===== src/rtl/uart_hex_cmd_pkg.sv =====
// Shared constants for the UART hex command parser: ASCII codes and FSM state encodings.
package uart_hex_cmd_pkg;

  localparam logic [7:0] ASCII_CR    = 8'h0D;
  localparam logic [7:0] ASCII_LF    = 8'h0A;
  localparam logic [7:0] ASCII_SPACE = 8'h20;
  localparam logic [7:0] ASCII_K     = 8'h4B;
  localparam logic [7:0] ASCII_QMARK = 8'h3F;

  localparam logic [1:0] ST_IDLE    = 2'd0;
  localparam logic [1:0] ST_COLLECT = 2'd1;
  localparam logic [1:0] ST_DISCARD = 2'd2;

endpackage


===== src/rtl/uart_hex_cmd_if.sv =====
// Byte links between the UART (rx strobe, tx valid/ready) and the command parser.
interface uart_hex_cmd_if;
  logic       rx_valid;
  logic [7:0] rx_data;
  logic       tx_valid;
  logic [7:0] tx_data;
  logic       tx_ready;

  // master = UART side, slave = parser side
  modport master (output rx_valid, rx_data, tx_ready, input tx_valid, tx_data);
  modport slave  (input rx_valid, rx_data, tx_ready, output tx_valid, tx_data);
endinterface


===== src/rtl/uart_hex_cmd_ascii_to_nibble.sv =====
// Combinational ASCII hex digit decoder; is_hex_o flags '0'-'9', 'a'-'f', 'A'-'F'.
module ascii_to_nibble (
  input  logic [7:0] ascii_i,
  output logic [3:0] nibble_o,
  output logic       is_hex_o
);
  always_comb begin
    nibble_o = 4'h0;
    is_hex_o = 1'b0;
    if (ascii_i >= 8'h30 && ascii_i <= 8'h39) begin
      nibble_o = ascii_i[3:0];
      is_hex_o = 1'b1;
    end else if ((ascii_i >= 8'h41 && ascii_i <= 8'h46) ||
                 (ascii_i >= 8'h61 && ascii_i <= 8'h66)) begin
      // low nibble of 'A'/'a' is 1, so +9 lands on 10
      nibble_o = ascii_i[3:0] + 4'd9;
      is_hex_o = 1'b1;
    end
  end
endmodule


===== src/rtl/uart_hex_cmd.sv =====
// Parses terminated ASCII hex commands from the UART into a display word and answers ACK/NAK.
module uart_hex_cmd
  import uart_hex_cmd_pkg::*;
#(
  parameter int unsigned DIGITS    = 4,
  parameter logic [7:0]  TERM_CHAR = ASCII_CR,
  parameter logic [7:0]  ACK_CHAR  = ASCII_K,
  parameter logic [7:0]  NAK_CHAR  = ASCII_QMARK
) (
  input  logic                clk_i,
  input  logic                rst_i,
  uart_hex_cmd_if.slave       link,
  output logic [4*DIGITS-1:0] data_o,
  output logic                data_valid_o,
  output logic                err_o
);
  localparam int unsigned W  = 4 * DIGITS;
  localparam int unsigned CW = $clog2(DIGITS + 1);

  logic [1:0]    state_q, state_d;
  logic [W-1:0]  shadow_q, shadow_d;
  logic [CW-1:0] count_q, count_d;
  logic [W-1:0]  data_q, data_d;
  logic          data_valid_q, data_valid_d;
  logic          err_q, err_d;
  logic          tx_valid_q, tx_valid_d;
  logic [7:0]    tx_data_q, tx_data_d;

  logic [3:0] nibble;
  logic       is_hex, is_term, is_skip;
  logic       resp_req;
  logic [7:0] resp_byte;

  ascii_to_nibble u_a2n (
    .ascii_i  (link.rx_data),
    .nibble_o (nibble),
    .is_hex_o (is_hex)
  );

  assign is_term = (link.rx_data == TERM_CHAR);
  assign is_skip = !is_term && (link.rx_data == ASCII_LF || link.rx_data == ASCII_SPACE);

  always_comb begin
    state_d      = state_q;
    shadow_d     = shadow_q;
    count_d      = count_q;
    data_d       = data_q;
    data_valid_d = 1'b0;
    err_d        = 1'b0;
    resp_req     = 1'b0;
    resp_byte    = ACK_CHAR;
    if (link.rx_valid && !is_skip) begin
      case (state_q)
        ST_IDLE: begin
          if (is_hex) begin
            shadow_d = W'(nibble);
            count_d  = CW'(1);
            state_d  = ST_COLLECT;
          end else if (!is_term) begin
            state_d = ST_DISCARD;
          end
        end
        ST_COLLECT: begin
          if (is_term) begin
            data_d       = shadow_q;
            data_valid_d = 1'b1;
            resp_req     = 1'b1;
            resp_byte    = ACK_CHAR;
            state_d      = ST_IDLE;
          end else if (is_hex && count_q < CW'(DIGITS)) begin
            shadow_d = (shadow_q << 4) | W'(nibble);
            count_d  = count_q + CW'(1);
          end else begin
            state_d = ST_DISCARD;
          end
        end
        ST_DISCARD: begin
          if (is_term) begin
            err_d     = 1'b1;
            resp_req  = 1'b1;
            resp_byte = NAK_CHAR;
            state_d   = ST_IDLE;
          end
        end
        default: state_d = ST_IDLE;
      endcase
    end

    // a response arriving while one is still pending is dropped
    tx_valid_d = tx_valid_q && !link.tx_ready;
    tx_data_d  = tx_data_q;
    if (resp_req && !tx_valid_q) begin
      tx_valid_d = 1'b1;
      tx_data_d  = resp_byte;
    end
  end

  always_ff @(posedge clk_i) begin
    if (rst_i) begin
      state_q      <= ST_IDLE;
      shadow_q     <= '0;
      count_q      <= '0;
      data_q       <= '0;
      data_valid_q <= 1'b0;
      err_q        <= 1'b0;
      tx_valid_q   <= 1'b0;
      tx_data_q    <= 8'h00;
    end else begin
      state_q      <= state_d;
      shadow_q     <= shadow_d;
      count_q      <= count_d;
      data_q       <= data_d;
      data_valid_q <= data_valid_d;
      err_q        <= err_d;
      tx_valid_q   <= tx_valid_d;
      tx_data_q    <= tx_data_d;
    end
  end

  assign data_o        = data_q;
  assign data_valid_o  = data_valid_q;
  assign err_o         = err_q;
  assign link.tx_valid = tx_valid_q;
  assign link.tx_data  = tx_data_q;
endmodule


===== src/flat_wrapper.sv =====
// flat-port wrapper written by rule: the top's interface ports become plain ports
module uart_hex_cmd_flat import uart_hex_cmd_pkg::*;
#(
  parameter int unsigned DIGITS    = 4,
  parameter logic [7:0]  TERM_CHAR = ASCII_CR,
  parameter logic [7:0]  ACK_CHAR  = ASCII_K,
  parameter logic [7:0]  NAK_CHAR  = ASCII_QMARK
)
  (clk_i, rst_i, data_o, data_valid_o, err_o, link_rx_valid, link_rx_data, link_tx_ready, link_tx_valid, link_tx_data);
  uart_hex_cmd_if link_i ();
  input  logic clk_i;
  input  logic rst_i;
  output logic [4*DIGITS-1:0] data_o;
  output logic data_valid_o;
  output logic err_o;
  input wire logic [$bits(link_i.rx_valid)-1:0] link_rx_valid;
  input wire logic [$bits(link_i.rx_data)-1:0] link_rx_data;
  input wire logic [$bits(link_i.tx_ready)-1:0] link_tx_ready;
  output wire logic [$bits(link_i.tx_valid)-1:0] link_tx_valid;
  output wire logic [$bits(link_i.tx_data)-1:0] link_tx_data;
  assign link_i.rx_valid = link_rx_valid;
  assign link_i.rx_data = link_rx_data;
  assign link_i.tx_ready = link_tx_ready;
  assign link_tx_valid = link_i.tx_valid;
  assign link_tx_data = link_i.tx_data;
  uart_hex_cmd #(.DIGITS(DIGITS), .TERM_CHAR(TERM_CHAR), .ACK_CHAR(ACK_CHAR), .NAK_CHAR(NAK_CHAR)) u_core (.clk_i(clk_i), .rst_i(rst_i), .link(link_i), .data_o(data_o), .data_valid_o(data_valid_o), .err_o(err_o));
endmodule

===== config.mk =====
export PLATFORM = sky130hd
export DESIGN_NAME = uart_hex_cmd_flat
export DESIGN_NICKNAME = d
export VERILOG_FILES = /design/src/rtl/uart_hex_cmd_pkg.sv /design/src/rtl/uart_hex_cmd_if.sv /design/src/rtl/uart_hex_cmd_ascii_to_nibble.sv /design/src/rtl/uart_hex_cmd.sv /design/src/flat_wrapper.sv
export SDC_FILE = /design/constraint.sdc
export NUM_CORES = 1
export LEC_CHECK = 0
export ABC_AREA = 1
export CAP_MARGIN = 20
export CORE_ASPECT_RATIO = 2
export CORE_MARGIN = 2
export CORE_UTILIZATION = 40
export DETAILED_ROUTE_END_ITERATION = 12
export GPL_TIMING_DRIVEN = 0
export PLACE_DENSITY = 0.62
export SLEW_MARGIN = 20
export SYNTH_ARGS = -nofsm -noshare
export SYNTH_HDL_FRONTEND = slang
export SYNTH_SLANG_ARGS = --single-unit

===== constraint.sdc =====
create_clock -name clk_i -period 2.09 [get_ports clk_i]
set_input_delay 0.209 -clock clk_i [delete_from_list [all_inputs] [get_ports clk_i]]
set_output_delay 0.209 -clock clk_i [all_outputs]
set_load 0.02 [all_outputs]

==> results.txt <==
Clock tree from TritonCTS: done
Fin crit share: 0.834
Sequential share of the synthesized area: 0.424
Max-Cap Viols: 0
Finished Layout Cells: 374
CTS buffer count: 5
Post-Syn Nets: 293
Post-synthesis adder-cell area fraction: 0.0493
Status: completed
Site Rows: 36
Final #Nets: 336
DP Cell Count: 366
Distinct cell type count after synthesis: 24
Hold Path Sink: u_core.shadow_q[5]
R2R Path Start: u_core.state_q[1]
Number of top-level pins: 39
Final worst slack: 0.347 ns
Critical R2R Capture: u_core.shadow_q[13]
Max Slew Vio Count: 0
Gpl congestion: 0.808
RSZ-0062 raised after global routing: false
Peak Freq: 574 MHz
Flop-to-flop setup slack: 0.44 ns
Hold_buf cts: 0
Total track usage: 0.177
Post-cts resize count: 0
Pre-CTS WS: -0.249 ns
Clk sinks: 43
HP Class: primary input to flip-flop
Critical-path maximum fanout: 10
PD cells: 655 nW/µm²
Critical path class: primary input to flip-flop
First-pass GRT wire length: 7510 µm
Ys Warns: 0
Buffers inserted by post-CTS timing repair: 0
Crit path capture type: flip-flop
Syn-to-layout area delta: 27.5%
Clock Skew: 0.00785 ns
Crit path DAT: 1.97 ns
Die width: 54.4 µm
Mux cell area share after synthesis: 0
Root buf cell: clkbuf_8
Synth Area per Inst: 7.44 µm²
Initial Utilization: 0.417
Mapped Cells: 273
Xor and xnor area share after synthesis: 0
Number of H-tree levels: 2
Total grt overflow: 0
Vias post-DR: 1745
Slew @ Worst Pin: 0.659 ns
Setup violation total in the final timing report: 0
Routed wire per std cell: 11.7 µm
Post-synthesis compound-gate area fraction: 0.120
Clock slew at reported path FFs: 0.09 ns
Largest net degree at the start of global routing: 15
Final hold vios: 0
WL final: 4380 µm
Vert. Die Dim: 105 µm
Max Root-Sink Buffers: 2
Final core occ: 0.532
Simple-gate share of the synthesized area: 0.323
Via-to-Cell Ratio: 4.67
Synthesized cell area: 2030 µm²
Hold path start: rst_i
Relative slew slack: 0.560
Startpoint types: primary input
Flop and latch count out of synthesis: 43
Worst skew pair latency: 0.30 ns
DRC viols: 0
Peak supply drop: 0.468 mV
Fraction of layout cells with a size suffix above 1: 0.161
Pleak: 0.00102 µW
DR pass1 iterations: 4
Antenna violations before repair: 0
Iteration-0 DRC Markers: 24
Worst Path Required: 2.32 ns
Fin crit period: 1.74 ns
Vias in the first global route: 1727
Core box area: 4860 µm²
DP HPWL: 3540 µm
WHS Path Cells: 2
Fill count: 502
Dominant combinational cell family by area after synthesis: simple AND/OR/NAND/NOR gates
Antenna viol nets, final: 0
Antenna diodes: 0
Worst reg-to-reg path cell count: 10
Port bufs: 36
Full die area: 5700 µm²
Setup TNS: 0 ns
placed cells by master (no fill, tap or decap), types with 7 or more instances in the layout:
master            n
inv_1            15
buf_4             7
nand3_1           8
clkdlybuf4s50_1  34
nand2_1          56
a21oi_1           7
inv_2             7
nor2_1           60
a21oi_2          10
ha_1              8
dfxtp_1          43
o21ai_0          23
per-layer routing:
| metal | share of wire | GRT usage | routed length, µm |
|---|---|---|---|
| met1 | 0.33 | 0.151 | 1460 |
| met2 | 0.60 | 0.335 | 2650 |
| met3 | 0.025 | 0.0271 | 111 |
| met4 | 0.038 | 0.118 | 165 |
| met5 | 0 | 0 | 0 |
worst max-delay path by stage:
stage / endpoint / startpoint / slack (ns)
final: u_core.shadow_q[7] / link_rx_data[2] / 0.35
after global routing: u_core.data_o[13] / link_rx_data[2] / 0.22
after CTS: u_core.shadow_q[13] / link_rx_data[0] / 0.07
after detailed placement: u_core.shadow_q[14] / link_rx_data[0] / -0.25
after global placement: u_core.shadow_q[12] / link_rx_data[0] / -0.23
after floorplan: u_core.shadow_q[12] / link_rx_data[1] / 0.64
where the power goes:
part           internal [µW]  switching (µW)
clock network            356             289
registers                836            13.3
logic                   73.8             128
state kept, by name, indices dropped and copies added, names as in the netlist:
name                  cells
u_core.shadow_q          16
u_core.count_q            3
u_core.data_o            16
u_core.err_o              1
u_core.state_q            2
u_core.link.tx_data       3
u_core.link.tx_valid      1
u_core.data_valid_o       1
cell families (layout without fill, tap and decap cells):
group / Yosys count / count (layout)
DFF: 43 / 43
buffers and inverters: 35 / 79
AOI/OAI and AO/OA: 41 / 41
and+or+nand+nor: 145 / 145
other: 1 / 1
adders and majority gates: 8 / 8
cells in the mapped netlist:
library cell | n | share of area
inv_1 | 15 | 0.028
o22ai_1 | 1 | 0.0031
nand2_4 | 1 | 0.0055
clkbuf_1 | 4 | 0.0074
nand2_1 | 56 | 0.10
ha_1 | 8 | 0.049
a21oi_1 | 7 | 0.017
o21ai_0 | 23 | 0.057
nand3b_1 | 2 | 0.0074
inv_2 | 7 | 0.013
dfxtp_1 | 43 | 0.42
nand3_1 | 8 | 0.020
nand3_2 | 5 | 0.025
buf_6 | 1 | 0.0055
nor2_4 | 3 | 0.017
nand4_1 | 2 | 0.0062
buf_4 | 7 | 0.026
nor2_2 | 3 | 0.0092
nand2_2 | 3 | 0.0092
nor2_1 | 61 | 0.11
buf_1 | 1 | 0.0018
conb_1 | 1 | 0.0018
a21oi_2 | 10 | 0.043
nand3_4 | 1 | 0.0086
worst max-delay path: stages:
cell	delay, ns
clkdlybuf4s50_1	0.58
inv_2	0.08
nand2_1	0.12
nor2_1	0.07
nand2_1	0.08
nand3_2	0.13
inv_2	0.09
nand2_1	0.08
nor2_4	0.16
buf_6	0.16
nand2_1	0.08
a21oi_2	0.13
stage by stage:
stage / hold WS, ns / power [µW] / cell area, µm²
5_1_grt: 0.409 / 1770 / 2590
4_1_cts: 0.362 / 1720 / 2570
6_report: 0.361 / 1700 / 2590
3_3_place_gp: 0.447 / 1070 / 2460
2_1_floorplan: 0.391 / 1010 / 2030
3_5_place_dp: 0.449 / 1070 / 2460
layout make-up:
cell class | instances | area, µm² | area share
repair buffers | 36 | 365 | 0.141
multi-input cells | 195 | 1010 | 0.391
clock inverters | 3 | 43.8 | 0.0169
well taps | 57 | 71.3 | 0.0275
plain buffers | 13 | 83.8 | 0.0324
clock buffers | 5 | 68.8 | 0.0266
inverters | 22 | 82.6 | 0.0319
flip-flops and latches | 43 | 861 | 0.333
Note: power is estimated with default switching activity, not from simulation.
